<file path="config.mk">
export PLATFORM = sky130hd
export DESIGN_NAME = param_ram_flat
export DESIGN_NICKNAME = d
export VERILOG_FILES = /design/src/rtl/param_ram_if.sv /design/src/rtl/param_ram.sv /design/src/flat_wrapper.sv
export SDC_FILE = /design/constraint.sdc
export NUM_CORES = 1
export LEC_CHECK = 0
export BUFFER_PORTS_ARGS = -buffer_cell sky130_fd_sc_hd__buf_2
export CORE_ASPECT_RATIO = 0.9
export CORE_MARGIN = 2
export CORE_UTILIZATION = 60
export DETAILED_ROUTE_END_ITERATION = 10
export GPL_ROUTABILITY_DRIVEN = 0
export PLACE_DENSITY_LB_ADDON = 0.1
export REMOVE_ABC_BUFFERS = 1
export SLEW_MARGIN = 10
export SYNTH_ARGS = -nofsm -noshare
export SYNTH_HDL_FRONTEND = slang
export SYNTH_SLANG_ARGS = --single-unit
</file>
<file path="constraint.sdc">
create_clock -name clk -period 3.4 [get_ports clk]
set_clock_uncertainty 0.15 [all_clocks]
set_input_delay 0.68 -clock clk [delete_from_list [all_inputs] [get_ports clk]]
set_output_delay 0.68 -clock clk [all_outputs]
set_load 0.02 [all_outputs]
</file>
<file path="src/rtl/param_ram_if.sv">
// Request/response bus for param_ram: one outstanding access, completion pulse on resp.
interface param_ram_if #(
    parameter int DATA_W = 32,
    parameter int ADDR_W = 32
);
    logic                  req;
    logic                  wr;
    logic [ADDR_W-1:0]     addr;
    logic [DATA_W-1:0]     wdata;
    logic [DATA_W/8-1:0]   be;
    logic                  ready;
    logic                  resp;
    logic [DATA_W-1:0]     rdata;
    logic                  err;

    modport master (
        output req, wr, addr, wdata, be,
        input  ready, resp, rdata, err
    );

    modport slave (
        input  req, wr, addr, wdata, be,
        output ready, resp, rdata, err
    );
endinterface

</file>
<file path="src/rtl/param_ram.sv">
// Single-port word RAM with byte enables and a programmable wait-state FSM (IDLE/BUSY/DONE).
// Optional PARAM_RAM_BOUNDS_CHECK_EN flags out-of-range addresses instead of aliasing them.
module param_ram #(
    parameter int DATA_W  = 32,
    parameter int ADDR_W  = 32,
    parameter int DEPTH   = 32,
    parameter int LATENCY = 1
) (
    input  logic       clk,
    input  logic       rst_n,
    param_ram_if.slave bus
);
    localparam int AW = $clog2(DEPTH);
    localparam int NB = DATA_W / 8;
    localparam logic [7:0] LAT = 8'(LATENCY);

    localparam logic [1:0] IDLE = 2'd0;
    localparam logic [1:0] BUSY = 2'd1;
    localparam logic [1:0] DONE = 2'd2;

    logic [1:0]        state;
    logic [7:0]        cnt;
    logic              wr_q;
    logic [AW-1:0]     idx_q;
    logic [DATA_W-1:0] wdata_q;
    logic [NB-1:0]     be_q;
    logic              oob_q;
    logic              oob_in;
    logic [DATA_W-1:0] rdata_q;
    logic              access;
    logic [DATA_W-1:0] mem [DEPTH];

`ifdef PARAM_RAM_BOUNDS_CHECK_EN
    assign oob_in = |(bus.addr >> AW);
`else
    logic unused_addr;
    assign oob_in      = 1'b0;
    assign unused_addr = ^bus.addr;
`endif

    // The access fires on the edge that finds the wait counter exhausted.
    assign access = rst_n && (state == BUSY) && (cnt == 8'd0);

    always_ff @(posedge clk or negedge rst_n) begin
        if (!rst_n) begin
            state   <= IDLE;
            cnt     <= 8'd0;
            rdata_q <= '0;
        end else begin
            case (state)
                IDLE: begin
                    if (bus.req) begin
                        state <= BUSY;
                        cnt   <= LAT;
                    end
                end
                BUSY: begin
                    if (cnt != 8'd0) begin
                        cnt <= cnt - 8'd1;
                    end else begin
                        state <= DONE;
                        if (!wr_q) begin
                            rdata_q <= oob_q ? '0 : mem[idx_q];
                        end
                    end
                end
                DONE:    state <= IDLE;
                default: state <= IDLE;
            endcase
        end
    end

    // Request fields are frozen at acceptance so later input changes cannot leak in.
    always_ff @(posedge clk) begin
        if ((state == IDLE) && bus.req) begin
            wr_q    <= bus.wr;
            idx_q   <= bus.addr[AW-1:0];
            wdata_q <= bus.wdata;
            be_q    <= bus.be;
            oob_q   <= oob_in;
        end
    end

    always_ff @(posedge clk) begin
        if (access && wr_q && !oob_q) begin
            for (int i = 0; i < NB; i++) begin
                if (be_q[i]) begin
                    mem[idx_q][8*i +: 8] <= wdata_q[8*i +: 8];
                end
            end
        end
    end

`ifdef PARAM_RAM_BOUNDS_CHECK_EN
    logic err_q;

    always_ff @(posedge clk or negedge rst_n) begin
        if (!rst_n) begin
            err_q <= 1'b0;
        end else if (access) begin
            err_q <= oob_q;
        end
    end

    assign bus.err = err_q;
`else
    assign bus.err = 1'b0;
`endif

    assign bus.ready = (state == IDLE);
    assign bus.resp  = (state == DONE);
    assign bus.rdata = rdata_q;

endmodule
</file>
<file path="src/flat_wrapper.sv">
// flat-port wrapper written by rule: the top's interface ports become plain ports
module param_ram_flat 
#(
    parameter int DATA_W  = 32,
    parameter int ADDR_W  = 32,
    parameter int DEPTH   = 32,
    parameter int LATENCY = 1
)
  (clk, rst_n, bus_req, bus_wr, bus_addr, bus_wdata, bus_be, bus_ready, bus_resp, bus_rdata, bus_err);
  param_ram_if #(.DATA_W(DATA_W), .ADDR_W(ADDR_W)) bus_i ();
  input  logic clk;
  input  logic rst_n;
  input wire logic [$bits(bus_i.req)-1:0] bus_req;
  input wire logic [$bits(bus_i.wr)-1:0] bus_wr;
  input wire logic [$bits(bus_i.addr)-1:0] bus_addr;
  input wire logic [$bits(bus_i.wdata)-1:0] bus_wdata;
  input wire logic [$bits(bus_i.be)-1:0] bus_be;
  output wire logic [$bits(bus_i.ready)-1:0] bus_ready;
  output wire logic [$bits(bus_i.resp)-1:0] bus_resp;
  output wire logic [$bits(bus_i.rdata)-1:0] bus_rdata;
  output wire logic [$bits(bus_i.err)-1:0] bus_err;
  assign bus_i.req = bus_req;
  assign bus_i.wr = bus_wr;
  assign bus_i.addr = bus_addr;
  assign bus_i.wdata = bus_wdata;
  assign bus_i.be = bus_be;
  assign bus_ready = bus_i.ready;
  assign bus_resp = bus_i.resp;
  assign bus_rdata = bus_i.rdata;
  assign bus_err = bus_i.err;
  param_ram #(.DATA_W(DATA_W), .ADDR_W(ADDR_W), .DEPTH(DEPTH), .LATENCY(LATENCY)) u_core (.clk(clk), .rst_n(rst_n), .bus(bus_i));
endmodule
</file>
==> run_results.csv, run 1 <==
group,metric,value,unit
timing,maxSlewViolCount,0,
floorplanning,dieArea,73000,um2
clock_tree,root_buffer,"clkbuf_16",
detailed_routing,antenna_left,0,
clock_tree,clock-sinks,1108,
power,ir_drop,0.467,mV
worst_setup_path,cp_max_fo,19,
timing,fin_tns_setup,0,ns
logic_synthesis,synth.ff_latch_count,1108,
layout,utilization,0.693,
clock_tree,cts_tree,"done",
layout,drive_gt1_frac,0.237,
grt,grt_pass1_wl,149,mm
logic_synthesis,synth_edf_count,1066,
timing,fin_crit,3.12,ns
clock_tree,clock_path_buffers,3,
logic_synthesis,synth.distinct_cells,54,
logic_synthesis,synthCells,2185,
clock_tree,cts_resized,0,
logic_synthesis,syn_area,42500,um2
timing,fmax,0.321,GHz
place,portBuffers,78,
min_path,hold_path.class,"input port to register",
job,max_cap_violations,0,
worst_setup_path,crit_arrival,3.50,ns
layout,nets,2534,
worst_setup_path,critPathLaunchType,"register",
clock_tree,cts_buffers,105,
grt,grt_max_degree,65,
grt,antenna_found_initial,1,
detailed_routing,via_count,22288,
detailed_routing,drt_iter0_markers,2746,
detailed_routing,wirelength,103,mm
clock_tree,post_cts_buffers,0,
clock_tree,h-tree-depth,3,
worst_setup_path,worst_setup_path_end_kind,"register",
timing,finalHoldViolations,0,
layout,antenna_cells,0,
floorplanning,dieWidth,284,um
detailed_routing,drc,0,
timing,rsz0062_at_grt,"false",
floorplanning,die-height,256,um
timing,setup_viol,0,
logic_synthesis,synth.yosys.warnings,0,
timing,worst_pin_slew,1.24,ns
logic_synthesis,synth-main-ff-cell,"edfxtp_1",
logic_synthesis,async_flop_share,0.0379,
detailed_routing,post_drt_wl_per_cell,29.5,um
grt,overflow,0,
worst_setup_path,critPathRequiredTime,3.78,ns
floorplanning,ios,107,
timing,fin_crit_sh,0.917,
grt,grt_pass1_vias,22135,
worst_setup_path,critical_path_class,"register to register",
outcome,status,"complete, no violations",
logic_synthesis,avgSynthCellArea,19.4,um2
detailed_routing,first_pass_iters,6,
floorplanning,std_cell_rows,92,
place,dpl.hpwl,65.0,mm
timing,timing.slew.headroom,0.174,
layout,area_growth_syn_to_layout,14.3,%
detailed_routing,via_per_inst,6.39,
clock_tree,clk_latency,0.66,ns
clock_tree,cts.clk_slew.worst_paths,0.06,ns
power,leakagePower,16.5,nW
power,powerDensity,643,nW/um2
logic_synthesis,ys_seq_area_frac,0.778,
floorplanning,coreArea,70100,um2
floorplanning,start_util,0.606,
grt,grtUsageTotal,0.286,
clock_tree,postCtsHoldBufs,0,
cells by family (layout without fill, tap and decap cells):
group | Yosys count | count (layout) | synth area share
xor gates and xnor gates | 5 | 5 | 0.00103
other | 1 | 1 | 0.0000883
adders and majority gates | 2 | 2 | 0.000589
buffers and inverters | 130 | 493 | 0.0175
muxes | 393 | 393 | 0.128
AOI/OAI and AO/OA | 237 | 237 | 0.0383
DFF | 1108 | 1108 | 0.778
and+or+nand+nor | 309 | 309 | 0.0360
layer usage:
layer / global-route usage / up-vias / routed length, um
met3: 0.0482 / 186 / 9130
met1: 0.424 / 11569 / 42200
met2: 0.437 / 1091 / 48000
li1: - / 9442 / -
met5: 0 / - / 0
met4: 0.102 / 0 / 3680
cell type report:
type	instances	area (um2)
Inverter	2	7.51
Sequential cell	1108	33100
Tap cell	940	1180
Multi-Input combinational cell	947	8690
Clock buffer	136	2920
Fill cell	4432	21500
Clock inverter	59	548
Timing Repair Buffer	296	2180
final timing paths:
check,slack (ns),to,depth (start not counted),startpoint
setup / recovery,0.28,u_core.bus.rdata[13]$_DFFE_PN0P_,9,u_core.idx_q[0]$_DFFE_PP_
hold / removal,0.04,u_core.wdata_q[19]$_DFFE_PP_,1,bus_wdata[19]
setup reg to reg,0.28,u_core.bus.rdata[13]$_DFFE_PN0P_,9,u_core.idx_q[0]$_DFFE_PP_
hold reg to reg,0.34,u_core.bus.rdata[11]$_DFFE_PN0P_,1,u_core.bus.rdata[11]$_DFFE_PN0P_
max in group asynchronous,2.40,u_core.bus.rdata[12]$_DFFE_PN0P_,2,rst_n
min in group asynchronous,0.14,u_core.bus.rdata[5]$_DFFE_PN0P_,2,rst_n
state kept, by name, summed over array words and instances (netlist names):
| name | count |
|---|---|
| u_core.be_q | 4 |
| u_core.bus.rdata | 32 |
| u_core.cnt | 8 |
| u_core.idx_q | 5 |
| u_core.mem | 1024 |
| u_core.state | 2 |
| u_core.wdata_q | 32 |
| u_core.wr_q | 1 |
critical path: stages, from the launching register on:
cell and delay, ns:
edfxtp_1 0.88, buf_4 0.29, or4b_1 0.41, buf_4 0.25
buf_4 0.16, o22ai_1 0.10, nor4_1 0.33, buf_4 0.19
nand4_1 0.09, o21a_1 0.13
power breakdown:
group	switching (W)	leakage, nW	total (W)	internal (W)
combinational	0.00188	4.68	0.00320	0.00132
sequential	0.000742	10.1	0.0164	0.0157
clock	0.00485	1.70	0.0116	0.00679
placed cells by master, fill, tap and decap left out, drive strengths merged, types with 3 or more instances in the layout:
cell type and instances:
a21oi 4, a22o 39, a22oi 26, a31oi 20, buf 296, bufinv 10
clkbuf 136, clkinv 41, clkinvlp 6, dfrtp 42, edfxtp 1066, inv 4
mux2 11, mux2i 262, mux4 120, nand2 44, nand3 3, nand4 13
nand4b 5, nand4bb 5, nor2 179, nor2b 3, nor3 6, nor3b 4
nor4 32, o21a 12, o22ai 130, or4b 4, xor2 5
Yosys cell counts (3+ instances only):
cell type / number / share of area
edfxtp_1: 1066 / 0.75
nand3_1: 3 / 0.00035
buf_2: 76 / 0.0090
buf_4: 26 / 0.0046
nand2_1: 43 / 0.0038
a31oi_1: 20 / 0.0029
o21a_1: 12 / 0.0021
mux2i_1: 262 / 0.062
nor3_1: 3 / 0.00035
a22oi_1: 26 / 0.0046
or4b_1: 4 / 0.00094
clkbuf_1: 15 / 0.0013
a21oi_1: 4 / 0.00047
xor2_1: 5 / 0.0010
nand4bb_1: 5 / 0.0013
nor2_1: 179 / 0.016
buf_6: 8 / 0.0021
mux2_2: 11 / 0.0029
o22ai_1: 130 / 0.019
nand4_1: 12 / 0.0018
nor2b_1: 3 / 0.00044
a22o_1: 39 / 0.0080
dfrtp_1: 42 / 0.025
mux4_2: 120 / 0.064
nor4_1: 31 / 0.0046
per-stage QoR:
stage	std cells	setup WS (ns)	instance area [um2]	total power, W	hold slack, ns
finish	3488	0.281	48600	0.0312	0.0429
global route	3488	0.154	48600	0.0321	0.0257
CTS	3488	0.368	48600	0.0314	0.0169
detailed placement	3293	0.370	45100	0.0199	0.327
global placement	3293	0.458	45100	0.0198	0.321
floorplan	2057	-10.08	41700	0.0192	0.234
Note: power is estimated with default switching activity, not from simulation.
==> run 2, diff against run 1 <==
- CORE_ASPECT_RATIO: 0.9 -> unset
==> run 2 against run 1 <==
Against the previous run: clock-buffer cell count up 8; critical path type unchanged; critical path depth down 4; sequential cell count unchanged; setup slack better by 0.071 ns.
==> run_results.csv, run 2 (synthesis gave the netlist of run 1 again) <==
group,metric,value,unit
floorplanning,start_util,0.607,
clock_tree,root_buffer,"clkbuf_16",
floorplanning,ios,107,
grt,grtUsageTotal,0.284,
clock_tree,cts_resized,0,
floorplanning,dieWidth,270,um
timing,fin_crit_sh,0.897,
clock_tree,clock_path_buffers,3,
detailed_routing,antenna_left,0,
min_path,hold_path.class,"input port to register",
layout,drive_gt1_frac,0.229,
worst_setup_path,crit_path_top_delay_cell,"edfxtp_1",
worst_setup_path,critical_path_class,"register to register",
worst_setup_path,critPathRequiredTime,3.61,ns
power,powerDensity,646,nW/um2
layout,top_register,"u_core.mem",
outcome,status,"complete, no violations",
grt,overflow,0,
detailed_routing,first_pass_iters,7,
power,ir_drop,0.472,mV
timing,fin_tns_setup,0,ns
floorplanning,dieArea,72900,um2
layout,layout_commonest_cell,"edfxtp_1",
clock_tree,clock-sinks,1108,
place,dp_cells,3282,
clock_tree,cts_tree,"done",
layout,largest_reg_flops,1024,
timing,timing.slew.headroom,0.147,
detailed_routing,wirelength,103,mm
grt,antenna_found_initial,0,
timing,rsz0062_at_grt,"false",
timing,setup_viol,0,
layout,final_cell_mix,"edfxtp_1, mux2i_1, buf_4",
timing,fmax,0.328,GHz
clock_tree,post_cts_buffers,0,
layout,finalInstanceArea,48600,um2
clock_tree,h-tree-depth,3,
layout,nets,2524,
layout,area_growth_syn_to_layout,14.3,%
power,leakagePower,16.5,nW
timing,finalHoldViolations,0,
worst_setup_path,worst_setup_path_end_kind,"register",
detailed_routing,drc,0,
layout,utilization,0.693,
worst_setup_path,rrSetupSlack,0.35,ns
clock_tree,postCtsHoldBufs,0,
power,power.total,0.0314,W
place,dpl.hpwl,63.9,mm
grt,grt_max_degree,72,
clock_tree,clk_latency,0.66,ns
worst_setup_path,critPathLaunchType,"register",
worst_setup_path,cp_max_fo,14,
floorplanning,die-height,270,um
timing,maxSlewViolCount,0,
detailed_routing,dr_wl_met2,49.2,mm
detailed_routing,via_per_inst,6.38,
layout,seqCellArea,33100,um2
place,portBuffers,78,
detailed_routing,drt_iter0_markers,2781,
layout,stdcell_count,3482,
place,dpl_cell_area,45100,um2
worst_setup_path,critical-path-max-stage-delay,0.65,ns
detailed_routing,wl_met3,9.41,mm
floorplanning,std_cell_rows,97,
floorplanning,coreArea,70000,um2
grt,grt_pass1_vias,22109,
detailed_routing,wl_met1,40.1,mm
layout,multi_input_area,8690,um2
detailed_routing,post_drt_wl_per_cell,29.4,um
detailed_routing,routed.top_layer,"met4",
clock_tree,cts.clk_slew.worst_paths,0.06,ns
worst_setup_path,crit_arrival,3.26,ns
worst_setup_path,crit_top_cell,"buf_4",
worst_setup_path,path_cells,"buf_4 -> and3b_2 -> nand2_1 -> nor2_1 -> buf_4",
timing,fin_crit,3.05,ns
layout,fillCellCount,4423,
clock_tree,cts_buffers,106,
job,max_cap_violations,0,
detailed_routing,via_count,22221,
grt,grt_pass1_wl,149,mm
timing,worst_pin_slew,1.28,ns
==> run 2: cell types whose count changed in the layout (fill, tap and decap cells not counted), moves of 3 or more <==
cell	delta
buf_4	-13
bufinv_16	+3
clkbuf_1	+11
clkbuf_8	-3
clkinv_1	+5
clkinv_2	-7
clkinvlp_4	-6
==> run 2: final timing paths <==
path                                                         end                        startpoint  depth (start not counted)
max in group asynchronous       u_core.bus.rdata[14]$_DFFE_PN0P_                             rst_n                          2
worst min-delay path                u_core.wdata_q[21]$_DFFE_PP_                     bus_wdata[21]                          1
min in group asynchronous              u_core.cnt[6]$_DFFE_PN0P_                             rst_n                          2
worst max-delay path                u_core.mem[15][31]$_DFFE_PP_         u_core.idx_q[3]$_DFFE_PP_                          5
worst max register to register      u_core.mem[15][31]$_DFFE_PP_         u_core.idx_q[3]$_DFFE_PP_                          5
worst min register to register  u_core.bus.rdata[29]$_DFFE_PN0P_  u_core.bus.rdata[29]$_DFFE_PN0P_                          1
==> run 2: critical path: cells and delay by family (launching register included) <==
kind	cells	cell delay [ns]
buffers and inverters	2	0.51
flip-flops	1	0.65
AND/OR/NAND/NOR	3	1.45
==> run 2: where the power goes <==
| group | switching [W] | internal (W) |
|---|---|---|
| registers | 0.000733 | 0.0157 |
| clock network | 0.00482 | 0.00698 |
| logic | 0.00187 | 0.00130 |
==> run 2: final cells by class <==
| cell class | instances | area share |
|---|---|---|
| Sequential cell | 1108 | 0.681 |
| Multi-Input combinational cell | 947 | 0.179 |
| Clock buffer | 144 | 0.0601 |
| Timing Repair Buffer | 285 | 0.0436 |
| Tap cell | 940 | 0.0242 |
| Clock inverter | 55 | 0.0121 |
| Inverter | 2 | 0.000155 |
| Antenna cell | 1 | 0.0000515 |
==> run 2: per-stage QoR <==
step | hold slack (ns) | worst slack (ns)
3_3_place_gp | 0.325 | 0.354
5_1_grt | 0.0329 | 0.213
6_report | 0.0440 | 0.352
2_1_floorplan | 0.234 | -10.08
3_5_place_dp | 0.325 | 0.367
4_1_cts | 0.0171 | 0.357
==> run 2: per-layer routing <==
| layer | up-vias | track usage |
|---|---|---|
| met3 | 216 | 0.0528 |
| met2 | 1107 | 0.451 |
| met1 | 11477 | 0.401 |
| met4 | 0 | 0.106 |
| li1 | 9421 | - |
| met5 | - | 0 |
